`src/rtl/layer_serializer.sv`:
```
// layer_serializer: captures one layer's NN parallel results in a single
// cycle and replays them one word per cycle (neuron 0 first) towards the
// next layer, honouring downstream backpressure. A vector that arrives
// while the previous one is still being sent is dropped and flagged.
module layer_serializer #(
  parameter int NN        = 30,
  parameter int dataWidth = 16
) (
  input  logic                      clk,
  input  logic                      rst,
  input  logic [NN-1:0]             in_valid,
  input  logic [NN*dataWidth-1:0]   in_data,
  input  logic                      out_ready,
  output logic                      out_valid,
  output logic [dataWidth-1:0]      out_data,
  output logic                      out_last,
  output logic                      busy,
  output logic                      overrun
);

  // Counter is at least one bit so that NN=1 still elaborates cleanly.
  localparam int              CW   = (NN > 1) ? $clog2(NN) : 1;
  localparam logic [CW-1:0]   LAST = CW'(NN - 1);

  localparam logic [0:0] IDLE = 1'b0;
  localparam logic [0:0] SEND = 1'b1;

  logic [0:0]              state;
  logic [CW-1:0]           cnt;
  logic [NN*dataWidth-1:0] hold;

  logic sending;
  logic xfer;
  logic final_xfer;
  logic capture;

  // Only bit 0 is the capture strobe; the other per-neuron valids are
  // redundant because a whole layer completes in the same cycle.
  logic unused_valid;
  assign unused_valid = ^in_valid;

  assign sending    = (state == SEND);
  assign xfer       = sending && out_ready;
  assign final_xfer = xfer && (cnt == LAST);
  // A new vector is accepted when idle, or on the cycle the last word
  // leaves, so consecutive vectors stream with no idle bubble.
  assign capture    = in_valid[0] && (!sending || final_xfer);

  // Sequential state: capture, word advance, and the sticky overrun flag.
  always_ff @(posedge clk) begin
    // NOTE: state registers use non-blocking assignments so every flop
    // samples the pre-edge values regardless of statement order.
    if (rst) begin
      state   <= IDLE;
      cnt     <= '0;
      // NOTE: the hold register is ordinary flops, not a RAM, so clearing
      // it on reset is cheap and keeps stale data out of any later debug.
      hold    <= '0;
      overrun <= 1'b0;
    end else begin
      if (capture) begin
        hold  <= in_data;
        cnt   <= '0;
        state <= SEND;
      end else if (final_xfer) begin
        cnt   <= '0;
        state <= IDLE;
      end else if (xfer) begin
        cnt   <= cnt + 1'b1;
      end

      if (in_valid[0] && sending && !final_xfer) begin
        overrun <= 1'b1;
      end
    end
  end

  // Output decode from registered state only; zeros while idle.
  always_comb begin
    // NOTE: every output gets a default first so no path infers a latch.
    out_valid = sending;
    busy      = sending;
    out_last  = 1'b0;
    out_data  = '0;
    if (sending) begin
      out_last = (cnt == LAST);
      out_data = hold[int'(cnt) * dataWidth +: dataWidth];
    end
  end

endmodule
```
`config.mk`:
```
export PLATFORM = sky130hd
export DESIGN_NAME = layer_serializer
export DESIGN_NICKNAME = d
export VERILOG_FILES = /design/src/rtl/layer_serializer.sv
export SDC_FILE = /design/constraint.sdc
export NUM_CORES = 1
export LEC_CHECK = 0
export ABC_AREA = 1
export BUFFER_PORTS_ARGS = -buffer_cell sky130_fd_sc_hd__buf_2
export CORE_AREA = 2 2 205 207
export DETAILED_ROUTE_END_ITERATION = 10
export DIE_AREA = 0 0 207 209
export GPL_TIMING_DRIVEN = 0
export PLACE_DENSITY = 0.84
export SETUP_SLACK_MARGIN = 0.3
export SYNTH_ARGS = -nofsm -noshare
export SYNTH_HDL_FRONTEND = slang
export SYNTH_SLANG_ARGS = --single-unit
```
`constraint.sdc`:
```
create_clock -name clk -period 3.1 [get_ports clk]
set_input_delay 0.465 -clock clk [delete_from_list [all_inputs] [get_ports clk]]
set_output_delay 0.465 -clock clk [all_outputs]
set_load 0.05 [all_outputs]
```
==> key figures, run 1 <==
Cells and area
  • Synthesis-to-layout area growth: 25.5%
  • Share of cells above drive strength 1: 24.4%
  • Nets: 4,678

Critical path
  • Crit start category: flip-flop
  • Setup CP Type: reg -> out
  • Stages on worst setup path: 12
  • CP endpoint kind: output port
  • Buffers and inverters on the worst path: 5
  • Worst Path Arrival: between 2 and 2.5 ns
  • Worst EP required: 2.63 ns
  • Crit-path slowest cell: dfxtp_2
  • Reg-to-Reg Start: cnt[1]
  • Crit-path max FO: 10
  • Worst Reg2Reg Path Length in Cells: 12
  • Largest stage delay, worst path: 0.35 ns
  • Slack of the worst reg-to-reg path: between 0.3 and 0.4 ns
  • Largest delay share family, worst path: simple AND/OR/NAND/NOR gates
  • Worst r2r dst: hold[165]
  • CP Cell Sequence: buf_12 -> inv_12 -> buf_12 -> buf_4 -> nand2_1 -> nand3_1 -> nand3_1 -> nand3_1 -> nand2_1 -> nand2_1 -> nor2_4 -> buf_6

Power
  • VDD IR max: between 0.0003 and 0.0004 V
  • P per Cell Area: 533 mW/mm²
  • Sw frac: 27.2%
  • P_sw: 4.37 mW
  • Combinational share of power: 15.3%
  • Int Pwr: 11.7 mW
  • Power share of the clock group: between 40% and 50%
  • Part of the power in registers: 42.7%
  • Pleak: 13.2 nW

Drt
  • Wirelength per Cell: 18.8 µm
  • Total wire length: 89,000 µm
  • DR DRC count: 0
  • Post-route ant nets: 0
  • DR iter-0 viols: between 3,000 and 4,000
  • Vias/cell: 5.56
  • DRT Pass-1 Iters: 6
  • Vias: about 26,000

Logic synthesis
  • Post-synth top cells: 1,191 x nand2_1, 568 x nand3_1, 521 x a21oi_1, 487 x dfxtp_1, 226 x inv_1
  • FFs w/ async S/R, synth: 0%
  • Leading cell type by number of instances after synthesis: nand2_1
  • Syn_nets: between 4,000 and 5,000
  • Post-Syn Area per Cell: 6.65 µm²
  • Synth Register Bits: 487
  • Top-area cell type share of the netlist area: 40.7%
  • Primary FF master, synth: dfxtp_1
  • Netlist cell types: 28
  • XOR/XNOR Fraction of Synth Area: less than 1%
  • Post-Synth Adder-Cell Area: 0.104%
  • Count of warnings emitted by yosys: 0
  • Sequential area share after synthesis: 40.7%
  • Synth Instances: roughly 3,600
  • Complex-gate fraction of the synthesized area: about an eighth
  • Largest cells by area after synthesis: dfxtp_1 41%, nand2_1 19%, nand3_1 12%, a21oi_1 11%, nand3_2 3.8%
  • Simple-gate area share of the yosys netlist: ~37%
  • Post-synth EDFFs: 0
  • Post-Synthesis Cell Area: 0.0240 mm²
  • Area leader, netlist: dfxtp_1
  • Multiplexer share of the synthesized area: 0%
  • Main combinational cell family by area after synthesis: simple AND/OR/NAND/NOR gates

Timing
  • Hold_ws: 0.129 ns
  • Max Freq: 338 MHz
  • Tcrit/Tclk final: 95.3%
  • Max Slew Vio Count: 0
  • Final Setup Violations: 0
  • Worst-margin pin slew: 0.998 ns
  • Setup WS post-layout: ~0.14 ns
  • RSZ-0062 raised after global routing: true
  • Minimum clock period: 2.96 ns
  • Final hold vios: 0
  • Layout Skew: 0.0178 ns
  • Max_slew headroom: approximately a third

Placed design
  • Gpl congestion: 0.967
  • Port Buf Inserts: 501
  • Placed wire-length estimate: approximately 67,000 µm
  • Pre-CTS WS: around 0.016 ns

Global route
  • Gr ovfl total: 0
  • Global-route wire length before repair: 134,000 µm
  • Largest net degree at the start of global routing: 15
  • Vias in the first global route: 24,700
  • All-Layer GR Usage: 39.7%
  • Initial antenna violation count: 4

Clocking
  • Worst-Skew Late Latency: 0.60 ns
  • Bufs on Longest Clock Path: 3
  • Cts hold-fix bufs: 0
  • CTS tree: yes
  • Num CTS Buffers: slightly above 50
  • Clk sinks: 487
  • Clock Tree Root: clkbuf_16
  • Worst-path clk slew: 0.06 ns
  • H-tree Lvls: 2

Floorplan
  • Top Ports: roughly 530
  • DIE WIDTH: 207 µm
  • CORE AREA: 0.0413 mm²
  • Die area: 0.0433 mm²
  • Initial Utilization: 58.1%
  • Die Y: 209 µm
  • Row count: 75

Hold path
  • Hold depth: 3
  • Hold Path End: hold[428]
  • Hold path start: in_data[428]
  • Hold WC Path Type: in -> reg

Flow run
  • Max cap viols: 0

Outcome
  • Status: finished clean
## kinds of logic (layout without fill, tap and decap cells)
logic type / count (synthesis) / after routing
AOI/OAI and AO/OA: 564 / 564
xor gates and xnor gates: 3 / 3
adders and majority gates: 2 / 2
buffers and inverters: 541 / 1141
DFF: 487 / 487
other: 0 / 4
and+or+nand+nor: 2007 / 2007
## worst max-delay path by stage
stage / endpoint / startpoint / slack, ns
after floorplan: out_data[5] / cnt[0] / 0.66
after global placement: out_data[2] / cnt[1] / -0.002
after detailed placement: out_data[1] / cnt[1] / 0.02
after CTS: out_data[0] / cnt[0] / 0.16
after global routing: out_data[12] / busy / 0.11
final: out_data[1] / cnt[0] / 0.14
## tightest hold or removal path: cells and delay by family
family | cells | cell delay [ns]
AOI/OAI and AO/OA | 1 | 0.05
buffers and inverters | 1 | 0.10
and+or+nand+nor | 1 | 0.06
## stage by stage
step	utilization, %	cell area, µm²	setup TNS [ns]	std cells	power [mW]
after floorplan	-	24000	0	3604	8.36
after global placement	65.8	27200	-0.00184	4644	9.21
after detailed placement	65.8	27200	0	4644	9.25
after CTS	72.1	29800	0	4743	15.9
after global routing	72.9	30100	0	4747	16.6
final	72.9	30100	0	4747	16.1
## metal layers
metal  up-vias  track usage, %  share of wire [%]
li1      12700               -                  -
met1     12000            52.5                 40
met2      1384            62.9                 44
met3       258            6.22                 10
met4         0            20.6                5.7
met5         -               0                  0
## area by class of cell
type,count,area (µm²)
timing repair buffer,506,2690
inverter,230,880
clock buffer,71,1490
tap,539,674
fill,3464,11200
antenna,4,10.0
buffer,311,2020
sequential,487,9750
clock inverter,23,358
multi-input combinational,2576,12200
## flip-flops by register name (all words and copies together), names as in the netlist
signal,count
hold,480
overrun,1
cnt,5
busy,1
## cells in the final DEF, fill, tap and decap left out, types with 2 or more instances in the layout
| cell type | netlist | layout |
|---|---|---|
| nand2_1 | 1191 | 1157 |
| buf_2 | 110 | 575 |
| nand3_1 | 568 | 525 |
| a21oi_1 | 521 | 507 |
| dfxtp_1 | 487 | 486 |
| inv_1 | 226 | 226 |
| nand3_2 | 91 | 132 |
| nor2_1 | 151 | 127 |
| clkbuf_1 | 141 | 109 |
| buf_4 | 38 | 61 |
| clkbuf_16 | 0 | 53 |
| nand2_2 | 1 | 34 |
| a21oi_2 | 10 | 24 |
| buf_6 | 1 | 20 |
| o21ai_0 | 23 | 20 |
| clkbuf_8 | 0 | 18 |
| buf_12 | 9 | 17 |
| nor2_2 | 0 | 16 |
| clkbuf_2 | 0 | 13 |
| buf_8 | 1 | 10 |
| o21ai_1 | 9 | 10 |
| clkinv_2 | 0 | 9 |
| nor2_4 | 1 | 9 |
| bufinv_16 | 0 | 9 |
| clkbuf_4 | 0 | 8 |
| diode_2 | 0 | 4 |
| clkinvlp_4 | 0 | 4 |
| buf_1 | 11 | 3 |
| xor2_1 | 3 | 3 |
| o21ai_2 | 0 | 2 |
| nand3_4 | 0 | 2 |
| nand2_4 | 1 | 2 |
| ha_1 | 2 | 2 |
| inv_6 | 0 | 2 |
## power groups by stage
stage	Combinational [mW]	Clock, mW	Sequential, mW
after global routing	2.67	7.01	6.89
after global placement	2.24	0	6.97
after floorplan	1.43	0	6.92
final	2.45	6.74	6.86
after CTS	2.36	6.73	6.85
after detailed placement	2.27	0	6.98
## timing repair
action	4_1_cts	5_1_grt
resized for setup	229	124
cloned	1	0
buffers inserted	4	0
pin swaps	18	26
setup endpoints to repair	18	17
No activity file was read; power rests on OpenSTA's default activity.
==> run 2: changes to the inputs <==
Settings changed: GPL_TIMING_DRIVEN 0 to 1.
==> run 2 against run 1 <==
Net effect: critical path depth decreased by 2; first-iteration DRC count increased by 18%; sequential power about the same; clock power decreased by 9.5%; utilization decreased by 2.1 points; routed wire length decreased by 0.84%; maximum frequency increased by 2.4%; worst hold slack got worse by 0.0030 ns; combinational power decreased by 6%; setup slack improved by 0.068 ns; largest cell class unchanged.
==> key figures, run 2 (synthesized netlist as in run 1, its figures left out) <==
Timing
  • Max Slew Vio Count: 0
  • Minimum clock period: 2.89 ns
  • Tcrit/Tclk final: about 93%
  • RSZ-0062 raised after global routing: true
  • Final Setup Violations: 0
  • Layout Skew: 0.0247 ns
  • Setup_tns: 0 ns
  • Final hold vios: 0
  • Setup WS post-layout: 0.212 ns
  • Max_slew headroom: 48.7%
  • Max Freq: 346 MHz
  • Worst-margin pin slew: a little under 0.8 ns
  • Hold_ws: 0.126 ns

Power
  • Total power: 15.2 mW
  • Pleak: 12.7 nW
  • VDD IR max: 0.000405 V
  • P per Cell Area: 521 mW/mm²

Critical path
  • Buffers and inverters on the worst path: 3
  • Crit-path slowest cell: dfxtp_4
  • Largest delay share family, worst path: simple AND/OR/NAND/NOR gates
  • Critical Path Source: cnt[0]
  • Worst EP required: 2.63 ns
  • Worst Path Arrival: 2.42 ns
  • Largest stage delay, worst path: between 0.3 and 0.4 ns
  • Setup CP Type: reg -> out
  • Reg-to-Reg Start: cnt[0]
  • Crit start category: flip-flop
  • CP endpoint kind: output port
  • CP Cell Sequence: buf_12 -> clkbuf_16 -> nand2_1 -> nand3_1 -> nand3_1 -> nand3_1 -> nand2_1 -> nand2_1 -> nor2_1 -> buf_6
  • Crit-path max FO: 10

Cells and area
  • Most frequent cells in the layout: 1,183 x nand2_1, 549 x nand3_1, 508 x a21oi_1
  • Layout Cells excl Fill: 4,519
  • Share of cells above drive strength 1: 21.1%
  • Max reg flops: 480
  • Fill cell count: 3,377
  • Most common cell after layout, fill and taps aside: nand2_1
  • Synthesis-to-layout area growth: 21.9%
  • Regs by FF count: hold: 480 flops, cnt: 5 flops
  • Nets: 4,444
  • Most flop-heavy register: hold

Placed design
  • Placed wire-length estimate: 51,700 µm
  • Gpl congestion: 0.900
  • Pre-CTS WS: 0.337 ns
  • Placed cells: 4,378
  • Port Buf Inserts: 503

Global route
  • Largest net degree at the start of global routing: between 200 and 300
  • Vias in the first global route: ~23,000
  • Global-route wire length before repair: 127,000 µm
  • Gr ovfl total: 0
  • Initial antenna violation count: 15
  • All-Layer GR Usage: 36.8%

Clocking
  • H-tree Lvls: 2
  • Worst-path clk slew: approximately 0.060 ns
  • Worst-Skew Late Latency: about 0.6 ns
  • Num CTS Buffers: 50
  • Clk sinks: 487
  • Cts hold-fix bufs: 0
  • Bufs on Longest Clock Path: 3
  • Clock Tree Root: clkbuf_16
  • CTS tree: yes

Drt
  • DRT Pass-1 Iters: 6
  • DR iter-0 viols: approximately 3,700
  • Vias: 26,000
  • Post-route ant nets: 0
  • Total wire length: 88,300 µm
  • Wirelength per Cell: 19.5 µm
  • DR DRC count: 0
  • Vias/cell: 5.76

Floorplan
  • Top Ports: 533
  • CORE AREA: 0.0413 mm²
  • DIE WIDTH: 207 µm
  • Die Y: 209 µm
  • Initial Utilization: 58.1%
  • Row count: 75
  • Die area: 0.0433 mm²

Outcome
  • Status: finished clean

Hold path
  • Hold WC Path Type: in -> reg
  • Hold path start: in_data[341]

Flow run
  • Max cap viols: 0
==> run 2: through the flow <==
| stage | utilization [%] | area [µm²] |
|---|---|---|
| after floorplan | - | 24000 |
| after global placement | 63.9 | 26400 |
| after detailed placement | 63.9 | 26400 |
| after CTS | 69.5 | 28700 |
| after global routing | 70.8 | 29200 |
| final | 70.8 | 29200 |
==> run 2: timing repair <==
| action | 4_1_cts | 5_1_grt |
|---|---|---|
| hold endpoints to repair | 0 | 0 |
| gates cloned | 12 | 16 |
| setup endpoints to repair | 16 | 280 |
| setup buffers | 8 | 2 |
| resized for setup | 77 | 38 |
| pin swaps | 7 | 8 |
==> run 2: cell type report <==
cell class	count	area [µm²]	area share [%]
sequential	487	9760	33.4
multi-input combinational	2576	12000	41.1
inverter	230	896	3.06
clock inverter	15	139	0.475
antenna	15	37.5	0.128
timing repair buffer	581	4180	14.3
tap	539	674	2.31
timing repair inverter	3	30.0	0.103
clock buffer	73	1500	5.14
==> run 2: path summary, 6_finish.rpt <==
check | to | slack [ns] | cells past startpoint
min | hold[341] | 0.13 | 3
max reg2reg | hold[131] | 0.47 | 11
min reg2reg | hold[390] | 0.46 | 2
max | out_data[8] | 0.21 | 10
==> run 2: worst register-to-register path: stages, from the launching register on <==
cell and delay (ns):
dfxtp_4 0.37, buf_4 0.16, buf_16 0.20, ha_1 0.26, nand3_2 0.09, nor2_4 0.04
nand2_2 0.12, nand2_8 0.13, nand2_4 0.20, bufbuf_16 0.50, nand2_1 0.27, a21oi_1 0.19
==> run 2: where the power goes <==
group / internal, mW / switching [mW]
sequential: 6.64 / 0.197
combinational: 0.851 / 1.45
clock: 3.51 / 2.59
==> run 2: layer usage <==
layer | wire (µm) | global-route usage, %
met1 | 34200 | 50.3
met2 | 39100 | 56.3
met3 | 10700 | 7.27
met4 | 4230 | 16.9
met5 | 26 | 0
